===== src/rtl/codec_mixer_if.sv =====
// Bus between the voice sources / codec frame timing and the codec_mixer.
//
// Strobe semantics: every *_valid / new_frame line is a one-cycle, valid-only
// strobe with no ready and no backpressure. The producer asserts it for exactly
// one clk cycle together with its data; the consumer must accept it that cycle.
// mix_valid is the same kind of strobe in the other direction, and mix_out
// stays stable between mix_valid pulses.
interface codec_mixer_if #(
  parameter int NUM_CH   = 4,
  parameter int SAMPLE_W = 16,
  parameter int GAIN_W   = 4,
  parameter int OUT_W    = 24
);
  logic [NUM_CH*SAMPLE_W-1:0] ch_sample;
  logic [NUM_CH-1:0]          ch_valid;
  logic [NUM_CH*GAIN_W-1:0]   ch_gain;
  logic [NUM_CH-1:0]          ch_mute;
  logic                       new_frame;
  logic [OUT_W-1:0]           mix_out;
  logic                       mix_valid;
  logic                       busy;
  logic                       clip;
  logic [7:0]                 drop_count;
  logic [1:0]                 dbg_state;

  // Source / frame-timing side.
  modport master (
    output ch_sample, ch_valid, ch_gain, ch_mute, new_frame,
    input  mix_out, mix_valid, busy, clip, drop_count, dbg_state
  );

  // Mixer side.
  modport slave (
    input  ch_sample, ch_valid, ch_gain, ch_mute, new_frame,
    output mix_out, mix_valid, busy, clip, drop_count, dbg_state
  );
endinterface


===== src/rtl/codec_mixer.sv =====
// N-voice sample mixer feeding the codec headphone word. Each voice's latest
// sample is held; on a codec frame strobe all voices are snapshotted, scaled
// by gain (unity = 2**(GAIN_W-1)), summed one channel per cycle, saturated to
// SAMPLE_W and presented MSB-aligned in an OUT_W word.
module codec_mixer #(
  parameter int NUM_CH     = 4,
  parameter int SAMPLE_W   = 16,
  parameter int GAIN_W     = 4,
  parameter int OUT_W      = 24,
  parameter int HOLD_STALE = 1
) (
  input  logic        clk,
  input  logic        reset,
  codec_mixer_if.slave bus
);

  localparam int CNT_W  = (NUM_CH > 1) ? $clog2(NUM_CH) : 1;
  localparam int ACC_W  = SAMPLE_W + GAIN_W + $clog2(NUM_CH) + 1;
  localparam int PROD_W = SAMPLE_W + GAIN_W + 1;

  localparam logic signed [ACC_W-1:0] SAT_MAX = ACC_W'((1 << (SAMPLE_W-1)) - 1);
  localparam logic signed [ACC_W-1:0] SAT_MIN = ~SAT_MAX;

  typedef enum logic [1:0] {
    IDLE = 2'd0,
    ACC  = 2'd1,
    DONE = 2'd2
  } state_t;

  state_t                     state;
  logic [SAMPLE_W-1:0]        hold      [NUM_CH];
  logic [NUM_CH-1:0]          fresh;
  logic signed [SAMPLE_W-1:0] snap      [NUM_CH];
  logic signed [SAMPLE_W-1:0] snap_next [NUM_CH];
  logic [GAIN_W-1:0]          gain_q    [NUM_CH];
  logic signed [ACC_W-1:0]    acc;
  logic [CNT_W-1:0]           idx;
  logic                       pending;
  logic                       start;
  logic signed [PROD_W-1:0]   prod;
  logic signed [PROD_W-1:0]   term;
  logic [SAMPLE_W-1:0]        sat_val;
  logic                       sat_hit;
  logic [OUT_W-1:0]           sat_word;

  // A mix starts from IDLE, or back-to-back from DONE, when a frame is waiting.
  // A frame arriving in DONE is served by that same DONE->ACC transition.
  always_comb begin
    start = 1'b0;
    if ((state == IDLE) || (state == DONE)) begin
      start = bus.new_frame | pending;
    end
  end

  // Per-voice holding registers track every strobe regardless of FSM state.
  // A strobe in the snapshot cycle is bypassed into the snapshot, so it is
  // consumed and its fresh flag clears along with the others.
  always_ff @(posedge clk or posedge reset) begin
    if (reset) begin
      for (int k = 0; k < NUM_CH; k++) hold[k] <= '0;
      fresh <= '0;
    end else begin
      for (int k = 0; k < NUM_CH; k++) begin
        if (bus.ch_valid[k]) hold[k] <= bus.ch_sample[k*SAMPLE_W +: SAMPLE_W];
      end
      if (start) fresh <= '0;
      else       fresh <= fresh | bus.ch_valid;
    end
  end

  // Snapshot value per voice: mute wins, then same-cycle bypass, then held.
  always_comb begin
    for (int k = 0; k < NUM_CH; k++) begin
      if (bus.ch_mute[k]) begin
        snap_next[k] = '0;
      end else if (bus.ch_valid[k]) begin
        snap_next[k] = $signed(bus.ch_sample[k*SAMPLE_W +: SAMPLE_W]);
      end else if ((HOLD_STALE != 0) || fresh[k]) begin
        snap_next[k] = $signed(hold[k]);
      end else begin
        snap_next[k] = '0;
      end
    end
  end

  // Scaled contribution of the channel selected by idx; >>> floors negatives.
  always_comb begin
    prod = PROD_W'(snap[idx]) * PROD_W'($signed({1'b0, gain_q[idx]}));
    term = prod >>> (GAIN_W - 1);
  end

  // Clamp the accumulator to the signed SAMPLE_W range and MSB-align it.
  always_comb begin
    sat_hit = 1'b1;
    if (acc > SAT_MAX) begin
      sat_val = SAT_MAX[SAMPLE_W-1:0];
    end else if (acc < SAT_MIN) begin
      sat_val = SAT_MIN[SAMPLE_W-1:0];
    end else begin
      sat_val = acc[SAMPLE_W-1:0];
      sat_hit = 1'b0;
    end
    sat_word = '0;
    sat_word[OUT_W-1 -: SAMPLE_W] = sat_val;
  end

  // Mix sequencer: snapshot, accumulate NUM_CH cycles, publish, with a
  // one-deep pending slot for frames that arrive while busy.
  always_ff @(posedge clk or posedge reset) begin
    if (reset) begin
      state          <= IDLE;
      pending        <= 1'b0;
      acc            <= '0;
      idx            <= '0;
      bus.mix_out    <= '0;
      bus.mix_valid  <= 1'b0;
      bus.busy       <= 1'b0;
      bus.clip       <= 1'b0;
      bus.drop_count <= '0;
      for (int k = 0; k < NUM_CH; k++) begin
        snap[k]   <= '0;
        gain_q[k] <= '0;
      end
    end else begin
      bus.mix_valid <= 1'b0;
      if (start) begin
        for (int k = 0; k < NUM_CH; k++) begin
          snap[k]   <= snap_next[k];
          gain_q[k] <= bus.ch_gain[k*GAIN_W +: GAIN_W];
        end
        acc      <= '0;
        idx      <= '0;
        state    <= ACC;
        bus.busy <= 1'b1;
        // The slot is consumed; a frame in this same cycle refills it only
        // when it was the slot (not the new frame) that triggered the start.
        pending  <= pending & bus.new_frame;
      end
      case (state)
        IDLE: begin
        end
        ACC: begin
          acc <= acc + ACC_W'(term);
          if (idx == CNT_W'(NUM_CH - 1)) state <= DONE;
          else                           idx   <= idx + 1'b1;
          if (bus.new_frame) begin
            if (!pending)                      pending        <= 1'b1;
            else if (bus.drop_count != 8'hFF)  bus.drop_count <= bus.drop_count + 8'd1;
          end
        end
        DONE: begin
          bus.mix_out   <= sat_word;
          bus.clip      <= sat_hit;
          bus.mix_valid <= 1'b1;
          if (!start) begin
            state    <= IDLE;
            bus.busy <= 1'b0;
          end
        end
        default: state <= IDLE;
      endcase
    end
  end

  assign bus.dbg_state = state;

endmodule


===== src/flat_wrapper.sv =====
// flat-port wrapper written by rule: the top's interface ports become plain ports
module codec_mixer_flat 
#(
  parameter int NUM_CH     = 4,
  parameter int SAMPLE_W   = 16,
  parameter int GAIN_W     = 4,
  parameter int OUT_W      = 24,
  parameter int HOLD_STALE = 1
)
  (clk, reset, bus_ch_sample, bus_ch_valid, bus_ch_gain, bus_ch_mute, bus_new_frame, bus_mix_out, bus_mix_valid, bus_busy, bus_clip, bus_drop_count, bus_dbg_state);
  codec_mixer_if #(.NUM_CH(NUM_CH), .SAMPLE_W(SAMPLE_W), .GAIN_W(GAIN_W), .OUT_W(OUT_W)) bus_i ();
  input  logic clk;
  input  logic reset;
  input wire logic [$bits(bus_i.ch_sample)-1:0] bus_ch_sample;
  input wire logic [$bits(bus_i.ch_valid)-1:0] bus_ch_valid;
  input wire logic [$bits(bus_i.ch_gain)-1:0] bus_ch_gain;
  input wire logic [$bits(bus_i.ch_mute)-1:0] bus_ch_mute;
  input wire logic [$bits(bus_i.new_frame)-1:0] bus_new_frame;
  output wire logic [$bits(bus_i.mix_out)-1:0] bus_mix_out;
  output wire logic [$bits(bus_i.mix_valid)-1:0] bus_mix_valid;
  output wire logic [$bits(bus_i.busy)-1:0] bus_busy;
  output wire logic [$bits(bus_i.clip)-1:0] bus_clip;
  output wire logic [$bits(bus_i.drop_count)-1:0] bus_drop_count;
  output wire logic [$bits(bus_i.dbg_state)-1:0] bus_dbg_state;
  assign bus_i.ch_sample = bus_ch_sample;
  assign bus_i.ch_valid = bus_ch_valid;
  assign bus_i.ch_gain = bus_ch_gain;
  assign bus_i.ch_mute = bus_ch_mute;
  assign bus_i.new_frame = bus_new_frame;
  assign bus_mix_out = bus_i.mix_out;
  assign bus_mix_valid = bus_i.mix_valid;
  assign bus_busy = bus_i.busy;
  assign bus_clip = bus_i.clip;
  assign bus_drop_count = bus_i.drop_count;
  assign bus_dbg_state = bus_i.dbg_state;
  codec_mixer #(.NUM_CH(NUM_CH), .SAMPLE_W(SAMPLE_W), .GAIN_W(GAIN_W), .OUT_W(OUT_W), .HOLD_STALE(HOLD_STALE)) u_core (.clk(clk), .reset(reset), .bus(bus_i));
endmodule

===== config.mk =====
export PLATFORM = sky130hd
export DESIGN_NAME = codec_mixer_flat
export DESIGN_NICKNAME = d
export VERILOG_FILES = /design/src/rtl/codec_mixer_if.sv /design/src/rtl/codec_mixer.sv /design/src/flat_wrapper.sv
export SDC_FILE = /design/constraint.sdc
export NUM_CORES = 1
export LEC_CHECK = 0
export CAP_MARGIN = 20
export CORE_ASPECT_RATIO = 0.6
export CORE_MARGIN = 4
export CORE_UTILIZATION = 40
export CTS_BUF_LIST = sky130_fd_sc_hd__clkbuf_8
export DETAILED_ROUTE_END_ITERATION = 6
export PLACE_DENSITY = 0.68
export SLEW_MARGIN = 10
export SYNTH_ARGS = -nofsm -noshare
export SYNTH_HDL_FRONTEND = slang
export SYNTH_SLANG_ARGS = --single-unit

===== constraint.sdc =====
create_clock -name clk -period 22.4 [get_ports clk]
set_input_delay 5.6 -clock clk [delete_from_list [all_inputs] [get_ports clk]]
set_output_delay 5.6 -clock clk [all_outputs]
set_load 0.01 [all_outputs]

==> results of run 1 <==
layout by cell type (no fill, tap or decap), types with 8 or more instances in the layout:
| master | netlist | routed |
|---|---|---|
| a21o_1 | 11 | 11 |
| a21oi_1 | 34 | 34 |
| and2_1 | 47 | 47 |
| buf_4 | 8 | 8 |
| clkbuf_8 | 0 | 19 |
| clkdlybuf4s50_1 | 0 | 119 |
| conb_1 | 1 | 8 |
| dfrtp_1 | 199 | 199 |
| fa_1 | 34 | 34 |
| ha_1 | 64 | 64 |
| inv_1 | 86 | 88 |
| mux2_2 | 78 | 78 |
| mux4_2 | 15 | 15 |
| nand2_1 | 120 | 120 |
| nand2b_1 | 71 | 71 |
| nand3_1 | 30 | 30 |
| nor2_1 | 37 | 37 |
| o21a_1 | 11 | 11 |
| o21ai_0 | 88 | 88 |
| o21ai_1 | 27 | 27 |
| xnor2_1 | 28 | 28 |
| xor2_1 | 15 | 15 |
flip-flops by register name, summed over array words and instances (netlist names), 2 cells and up:
register,cells
u_core.bus.drop_count,8
u_core.idx,2
u_core.snap,64
u_core.bus.mix_out,16
u_core.hold,64
u_core.gain_q,16
u_core.acc,23
u_core.bus.dbg_state,2
through the flow:
stage / hold slack [ns] / setup slack (ns) / area [um2] / utilization, %
final: 0.4781 / 14.63 / 13680 / 47.44
after global routing: 0.5131 / 14.12 / 13680 / 47.44
after CTS: 0.4861 / 14.61 / 13680 / 47.44
after detailed placement: 0.4650 / 14.21 / 13260 / 46.00
after global placement: 0.4592 / 14.26 / 13260 / 46.00
after floorplan: 0.4416 / 11.37 / 11770 / -
cell usage after synthesis, types with 27 or more instances:
cell,n,area [um2]
dfrtp_1,199,4980
nand2_1,120,450.4
o21ai_0,88,440.4
inv_1,86,322.8
mux2_2,78,878.3
nand2b_1,71,444.2
ha_1,64,800.8
and2_1,47,294.0
clkbuf_1,43,161.4
nor2_1,37,138.9
a21oi_1,34,170.2
fa_1,34,680.7
nand3_1,30,150.1
xnor2_1,28,245.2
o21ai_1,27,135.1
area by class of cell:
type	instances	share of cell area [%]
clock buffers	19	1.912
inverters	87	2.443
flip-flops and latches	199	36.41
well taps	375	3.431
clock inverters	13	1.116
repair buffers	127	9.149
multi-input cells	804	45.54
worst paths after layout:
check	end	cells past startpoint
min	u_core.snap[37]	2
max	u_core.acc[22]	24
min reg2reg	u_core.snap[37]	2
max in group asynchronous	u_core.hold[0]	3
min in group asynchronous	u_core.hold[48]	2
max reg2reg	u_core.acc[22]	24
routing by layer:
metal / vias up / share of wire (%)
met2: 190 / 40
li1: 4035 / -
met4: 0 / 0.76
met5: - / 0
met1: 4154 / 52
met3: 18 / 6.8
logic make-up after synthesis:
group           count (synthesis)
compound gates                213
xor+xnor                       43
fa+ha+maj                      98
buf+inv                       142
flops                         199
mux                           101
other cells                     1
simple gates                  341
worst min-delay path, delay by kind of cell, from the launching register on:
family / cells / cell delay, ns
AND/OR/NAND/NOR: 1 / 0.04
AO/OA/AOI/OAI: 1 / 0.06
flip-flops: 1 / 0.34
==> qor.csv, run 1 <==
metric;value;unit
status;finished clean;
critPathKind;reg -> reg;
tightest_slew;0.9334;ns
cts_htree_levels;4;
synthesis.area;11740;um2
synth_cell_types;52;
cts_root_buffer;clkbuf_8;
die_w;229.2;um
ys_seq_elements;199;
dr_total_vias;8397;
async_reset_ff_share;100.0;%
grt_pass1_wl;44.82;mm
fillerInstances;2691;
synth_edf_count;0;
crit-reg2reg-launch;u_core.idx[0];
synth_compound_area_share;10.57;%
worstSetupEndpointType;register;
hold_class;reg -> reg;
synth_area_per_cell;10.32;um2
muxShareOfSynthArea;11.77;%
relSlewSlack;37.78;%
setup_viol;0;
start_util;40.72;%
drcViolationCount;0;
cts_tree;built;
cp.required;22.79;ns
grtUsageMet2;23.84;%
grt.busiest_layer;met1;
grt_use_met3;5.493;%
fmax;128.7;MHz
grt_pass1_vias;8421;
synthXorXnorAreaFrac;3.208;%
final_nets;1425;
antenna_left;0;
r2r_slack;14.63;ns
wl;26.91;mm
drv_cap;0;
yosysSeqAreaShare;42.42;%
grt_max_degree;129;
synth_top_family_by_area;simple AND/OR/NAND/NOR gates;
place_inst;1592;
antenna-diode-count;0;
cts-resized-gates;0;
path_buf_inv;3;
critPathMaxStageDelay;0.88;ns
postCtsSetupRepairBufs;0;
die_h;140.7;um
cp_cell_sequence;buf_4 -> mux4_1 -> and2_1 -> ha_1 -> fa_1 -> inv_1 -> fa_1 -> inv_1 -> ha_1 -> or4_1 -> o22a_1 -> o21ai_2 -> nor3_1 -> or4b_4 -> a31o_1 -> a21oi_2 -> xnor2_1 -> ha_1 -> or4_1 -> o31ai_1 -> o31ai_1 -> xnor2_1 -> o211ai_1 -> o31ai_1;
via_per_inst;5.171;
layout-drive-gt1-share;11.05;%
overflow;0;
crit_path_start_kind;register;
hp-start;u_core.snap[37];
cpMaxStageDelayCell;mux4_1;
antenna_found_initial;0;
finalSetupTns;0;ns
finalCritPeriodShare;34.69;%
cts.clk_slew.worst_paths;0.10;ns
dr.pass1.iters;5;
final_cells;1624;
num_rows;48;
synth_fa_ha_area_share;12.62;%
synthSimpleGateAreaFrac;14.53;%
holdBufCountCts;0;
final-seq-area;4980;um2
hold_violations;0;
cts_buffers;17;
die_area;32250;um2
rsz0062_at_grt;false;
yosysWarningCount;0;
hpwlAfterDp;20.07;mm
core;28830;um2
gp_congestion;0.8529;
clk_latency;0.51;ns
grt_usage;17.40;%
fin_skew;0.01251;ns
timing.critical_path.fanout_max;22;
post-route-min-period;7.771;ns
synthCells;1138;
clockBufferDepth;2;
clkSinkCount;199;
crit_arrival;8.16;ns
crit_family;simple AND/OR/NAND/NOR gates;
port-buffer-count;119;
grt_use_met1;26.84;%
multiInputGateArea;6227;um2
final_max_slew_viol_count;0;
critPathLaunch;u_core.idx[0];
drt-wirelength-per-cell;16.57;um
boundaryPins;128;
ys.flop_type;dfrtp_1;
area.growth.synth_to_final;16.49;%
drt_iter0_drc;638;
Power of run 1 is not shown: default switching activity piles up to over one toggle a cycle in this logic, so the estimate is an artifact.
==> run 2, diff against run 1 <==
clock period = 7.2 ns   (was 22.4 ns; I/O delays follow)
==> run 2 against run 1 <==
- flip-flop and latch count is the same
- routed wire length grew 2.8%
- via count rose by 0.91%
- fmax is 14% higher
- worst hold slack better by 0.0099 ns
==> qor.csv, run 2 (synthesized netlist as in run 1, its figures left out) <==
metric;value;unit;change
final_core_util;48.04;%;+0.60 points
fmax;146.2;MHz;+14%
dr_total_vias;8473;;+0.91%
rr_endpoint;u_core.acc[20];;
layout_common_cells;dfrtp_1, nand2_1, clkdlybuf4s50_1;;
hold_class;reg -> reg;;
gp_congestion;0.8450;;-0.93%
crit_family;simple AND/OR/NAND/NOR gates;;
fin_skew;0.01963;ns;+0.007122 ns
r2r_slack;0.36;ns;-14.27 ns
worst_slack;0.3607;ns;-14.27 ns
drt-wirelength-per-cell;16.90;um;+2.0%
area.growth.synth_to_final;17.97;%;
crit_path_start_kind;register;;
crit_arrival;7.22;ns;-0.94 ns
critPathKind;reg -> reg;;
grt_max_degree;170;;+32%
largestRegisters;u_core.hold: 64 flops, u_core.snap: 64 flops, u_core.acc: 23 flops;;
core;28830;um2;unchanged
via_per_inst;5.179;;+0.16%
drcViolationCount;0;;unchanged
clockBufferDepth;2;;unchanged
final_max_slew_viol_count;0;;unchanged
hpwlAfterDp;20.54;mm;+2.4%
wl;27.65;mm;+2.8%
clkSinkCount;199;;unchanged
antenna_left;0;;unchanged
cts_buffers;17;;unchanged
die_area;32250;um2;unchanged
crit-reg2reg-launch;u_core.idx[0];;
rsz0062_at_grt;false;;
drt_iter0_drc;666;;+4.4%
critPathMaxStageDelay;0.60;ns;-0.28 ns
cts_tree;built;;
relSlewSlack;48.27;%;+10 points
boundaryPins;128;;unchanged
drv_cap;0;;unchanged
cts_htree_levels;4;;unchanged
mostFrequentLayoutCell;dfrtp_1;;
grt_usage;17.50;%;+0.098 points
clk_latency;0.50;ns;about the same
overflow;0;;unchanged
cts_root_buffer;clkbuf_8;;
dr.pass1.iters;5;;unchanged
hold_violations;0;;unchanged
final_nets;1437;;+0.84%
post-route-min-period;6.839;ns;-0.9314 ns
finalSetupTns;0;ns;unchanged
num_rows;48;;unchanged
die_h;140.7;um;unchanged
grt_pass1_wl;45.20;mm;+0.83%
grt_pass1_vias;8405;;-0.19%
cp.required;7.58;ns;-15.21 ns
post-place-ws;0.04375;ns;-14.16 ns
holdBufCountCts;0;;unchanged
cts.clk_slew.worst_paths;0.11;ns;about the same
status;finished clean;;
worstSetupEndpointType;register;;
antenna_found_initial;1;;+1
fillerInstances;2686;;-0.19%
hold_path_depth;2;;unchanged
timing.critical_path.fanout_max;8;;-64%
port-buffer-count;119;;unchanged
hold_end;u_core.bus.mix_out[23];;
rr_worst_depth;27;;+13%
die_w;229.2;um;unchanged
antenna-diode-count;0;;unchanged
cpMaxStageDelayCell;mux4_2;;
path_buf_inv;4;;+1
hp-start;u_core.bus.mix_out[23];;
finalCritPeriodShare;94.99;%;+60 points
setup_viol;0;;unchanged
start_util;40.72;%;unchanged
layout-drive-gt1-share;12.85;%;+1.8 points
tightest_slew;0.7735;ns;-0.1599 ns
run 2: worst max path at each step:
| stage | startpoint | end | slack (ns) | cells past startpoint |
|---|---|---|---|---|
| 4_1_cts | u_core.idx[0] | u_core.acc[22] | 0.03 | 23 |
| 6_report | u_core.idx[0] | u_core.acc[20] | 0.36 | 27 |
| 3_5_place_dp | u_core.idx[0] | u_core.acc[22] | 0.04 | 24 |
| 5_1_grt | u_core.idx[0] | u_core.acc[20] | 0.05 | 26 |
| 2_1_floorplan | u_core.idx[0] | u_core.acc[22] | 0.05 | 25 |
| 3_3_place_gp | u_core.idx[0] | u_core.acc[22] | 0.17 | 23 |
run 2: timing repair:
item | in CTS | in global routing
endpoints found under the setup margin | 0 | 4
setup buffers | 0 | 4
gates resized for setup | 0 | 13
run 2: final cells by class:
class                   count  area, um2  share of cell area (%)
well taps                 375      469.2                   3.388
repair buffers            138       1384                   9.992
multi-input cells         805       6271                   45.28
inverters                  87      330.3                   2.385
clock inverters            12      138.9                   1.003
clock buffers              20      275.3                   1.988
flip-flops and latches    199       4981                   35.97
run 2: layer usage:
| layer | share of wire, % | global-route usage (%) |
|---|---|---|
| met5 | 0 | 0 |
| met4 | 0.60 | 2.975 |
| met3 | 7.2 | 4.705 |
| met2 | 39 | 23.63 |
| met1 | 53 | 28.09 |
run 2: worst reg2reg max path: stages, from the launching register on:
cell and delay (ns):
dfrtp_2 0.42, buf_12 0.12, mux4_2 0.60, buf_4 0.19, and2_1 0.14, ha_1 0.22
fa_1 0.50, inv_1 0.05, fa_1 0.53, inv_1 0.04, ha_1 0.36, or4_1 0.52
o22a_1 0.23, o21ai_2 0.09, nor3_1 0.12, or4b_4 0.53, a31o_1 0.23, a21oi_2 0.14
xnor2_1 0.10, ha_2 0.21, or4_4 0.53, nor2_1 0.12, nor2_1 0.09, o31ai_4 0.09
o31ai_1 0.12, a21oi_1 0.18, xor2_1 0.16, o21ai_1 0.07
run 2: through the flow:
| step | instances | hold slack, ns | instance area [um2] |
|---|---|---|---|
| 2_1_floorplan | 1145 | 0.4416 | 11770 |
| 3_3_place_gp | 1599 | 0.4643 | 13350 |
| 3_5_place_dp | 1599 | 0.4655 | 13350 |
| 4_1_cts | 1631 | 0.4919 | 13760 |
| 5_1_grt | 1636 | 0.5156 | 13850 |
| 6_report | 1636 | 0.4879 | 13850 |
Power of run 2 is left out for the same reason.
==> run 3, diff against run 2 <==
CTS_BUF_LIST = default   (was sky130_fd_sc_hd__clkbuf_8)
MAX_ROUTING_LAYER = met4   (was default)
==> run 3 against run 2 <==
- critical path depth did not move
- sequential share of layout area shrank 0.49 points
- first-iteration DRC count increased by 2.9%
- non-clock buffer count unchanged
- routed wire length is essentially flat
- utilization rose by 0.66 points
- cell area increased by 1.4%
- register-to-register slack hardly changed
- fmax is 0.12% higher
- worst hold slack worse by 0.0077 ns
- flip-flop and latch count stayed put
- cell count stayed put
==> qor.csv, run 3 (synthesized netlist as in run 1, its figures left out) <==
metric;value;unit;change
status;finished clean;;
cts_tree;built;;
drcViolationCount;0;;unchanged
final_nets;1437;;unchanged
drt-wirelength-per-cell;16.90;um;about the same
cts_buffers;17;;unchanged
drv_cap;0;;unchanged
critPathKind;reg -> reg;;
layout_common_cells;dfrtp_1, nand2_1, clkdlybuf4s50_1;;
setup_viol;0;;unchanged
dr_total_vias;8527;;+0.64%
clockBufferDepth;2;;unchanged
highest_layer;met4;;
cts_root_buffer;clkbuf_16;;
wl_met1;14.50;mm;-0.68%
path_buf_inv;4;;unchanged
overflow;0;;unchanged
cpMaxStageDelayCell;mux4_2;;
fmax;146.4;MHz;+0.12%
worstSetupEndpointType;register;;
timing.critical_path.fanout_max;8;;unchanged
holdBufCountCts;0;;unchanged
met3_length;1.944;mm;-2.7%
mostFrequentLayoutCell;dfrtp_1;;
via_per_inst;5.212;;+0.64%
crit_path_start_kind;register;;
cts_htree_levels;4;;unchanged
cts.clk_slew.worst_paths;0.08;ns;-0.03 ns
crit_arrival;7.15;ns;-0.07 ns
grt_pass1_vias;8493;;+1.0%
hold_violations;0;;unchanged
finalSetupTns;0;ns;unchanged
final_core_util;48.71;%;+0.66 points
gp_congestion;0.8583;;+1.6%
port-buffer-count;119;;unchanged
grt_max_degree;170;;unchanged
clk_latency;0.45;ns;-0.05 ns
boundaryPins;128;;unchanged
layout-drive-gt1-share;12.85;%;unchanged
start_util;40.72;%;unchanged
die_area;32250;um2;unchanged
rsz0062_at_grt;false;;
hold_class;reg -> reg;;
num_rows;48;;unchanged
antenna_found_initial;0;;-1
worst_slack;0.3689;ns;+0.008203 ns
antenna-diode-count;0;;unchanged
die_w;229.2;um;unchanged
wl;27.65;mm;about the same
tightest_slew;0.7636;ns;-0.009907 ns
core;28830;um2;unchanged
hpwlAfterDp;20.54;mm;unchanged
whs;0.4802;ns;-0.007690 ns
area.growth.synth_to_final;19.60;%;
fillerInstances;2661;;-0.93%
largestRegisters;u_core.hold: 64 flops, u_core.snap: 64 flops, u_core.acc: 23 flops;;
clkSinkCount;199;;unchanged
critPathMaxStageDelay;0.60;ns;about the same
grt_pass1_wl;45.46;mm;+0.58%
fin_skew;0.01464;ns;-0.004990 ns
finalCritPeriodShare;94.88;%;-0.11 points
grt_usage;18.10;%;+0.60 points
post-route-min-period;6.831;ns;-0.008203 ns
dr.pass1.iters;5;;unchanged
cp.required;7.52;ns;-0.06 ns
final_max_slew_viol_count;0;;unchanged
drt_iter0_drc;685;;+2.9%
die_h;140.7;um;unchanged
relSlewSlack;49.09;%;+0.82 points
met2_length;11.02;mm;+1.2%
post-place-ws;0.04375;ns;unchanged
crit_family;simple AND/OR/NAND/NOR gates;;
antenna_left;0;;unchanged
run 3: changes by cell type in the layout (fill, tap and decap cells not counted):
cell / delta
clkbuf_16: +17
clkbuf_8: -17
run 3: path summary, 6_finish.rpt:
kind | start | end | slack, ns | cells past startpoint
max | u_core.idx[0] | u_core.acc[20] | 0.37 | 27
min | u_core.bus.mix_out[23] | u_core.bus.mix_out[23] | 0.48 | 2
max reg2reg | u_core.idx[0] | u_core.acc[20] | 0.37 | 27
min reg2reg | u_core.bus.mix_out[23] | u_core.bus.mix_out[23] | 0.48 | 2
max in group asynchronous | reset | u_core.acc[15] | 4.18 | 3
min in group asynchronous | reset | u_core.snap[49] | 1.82 | 2
run 3: final cells by class:
| cell class | instances | area [um2] | share of cell area [%] |
|---|---|---|---|
| Multi-Input combinational cell | 805 | 6271 | 44.66 |
| Sequential cell | 199 | 4981 | 35.47 |
| Timing Repair Buffer | 138 | 1384 | 9.856 |
| Tap cell | 375 | 469.2 | 3.342 |
| Clock buffer | 20 | 466.7 | 3.324 |
| Inverter | 87 | 330.3 | 2.353 |
| Clock inverter | 12 | 138.9 | 0.9891 |
run 3: timing repair:
item / in CTS / in global routing
gates resized for setup: 0 / 13
endpoints found under the setup margin: 0 / 4
setup buffers: 0 / 4
run 3: worst register-to-register path: cells and delay by family (launching register included):
family                   cells  cell delay [ns]
AO/OA/AOI/OAI                8             1.14
adder cells (fa/ha/maj)      5             1.83
buffers and inverters        4             0.40
flip-flops                   1             0.41
multiplexers                 1             0.61
XOR/XNOR                     2             0.26
AND/OR/NAND/NOR              7             2.03
run 3: per-layer routing:
metal,vias to the layer above,global-route usage (%)
li1,4074,-
met3,17,4.584
met4,0,3.071
met2,191,24.01
met1,4245,28.00
met5,-,-
run 3: through the flow:
| step | cells | instance area [um2] |
|---|---|---|
| floorplan | 1145 | 11770 |
| finish | 1636 | 14040 |
| global placement | 1599 | 13350 |
| global route | 1636 | 14040 |
| detailed placement | 1599 | 13350 |
| CTS | 1631 | 13950 |
Power of run 3 is left out for the same reason.
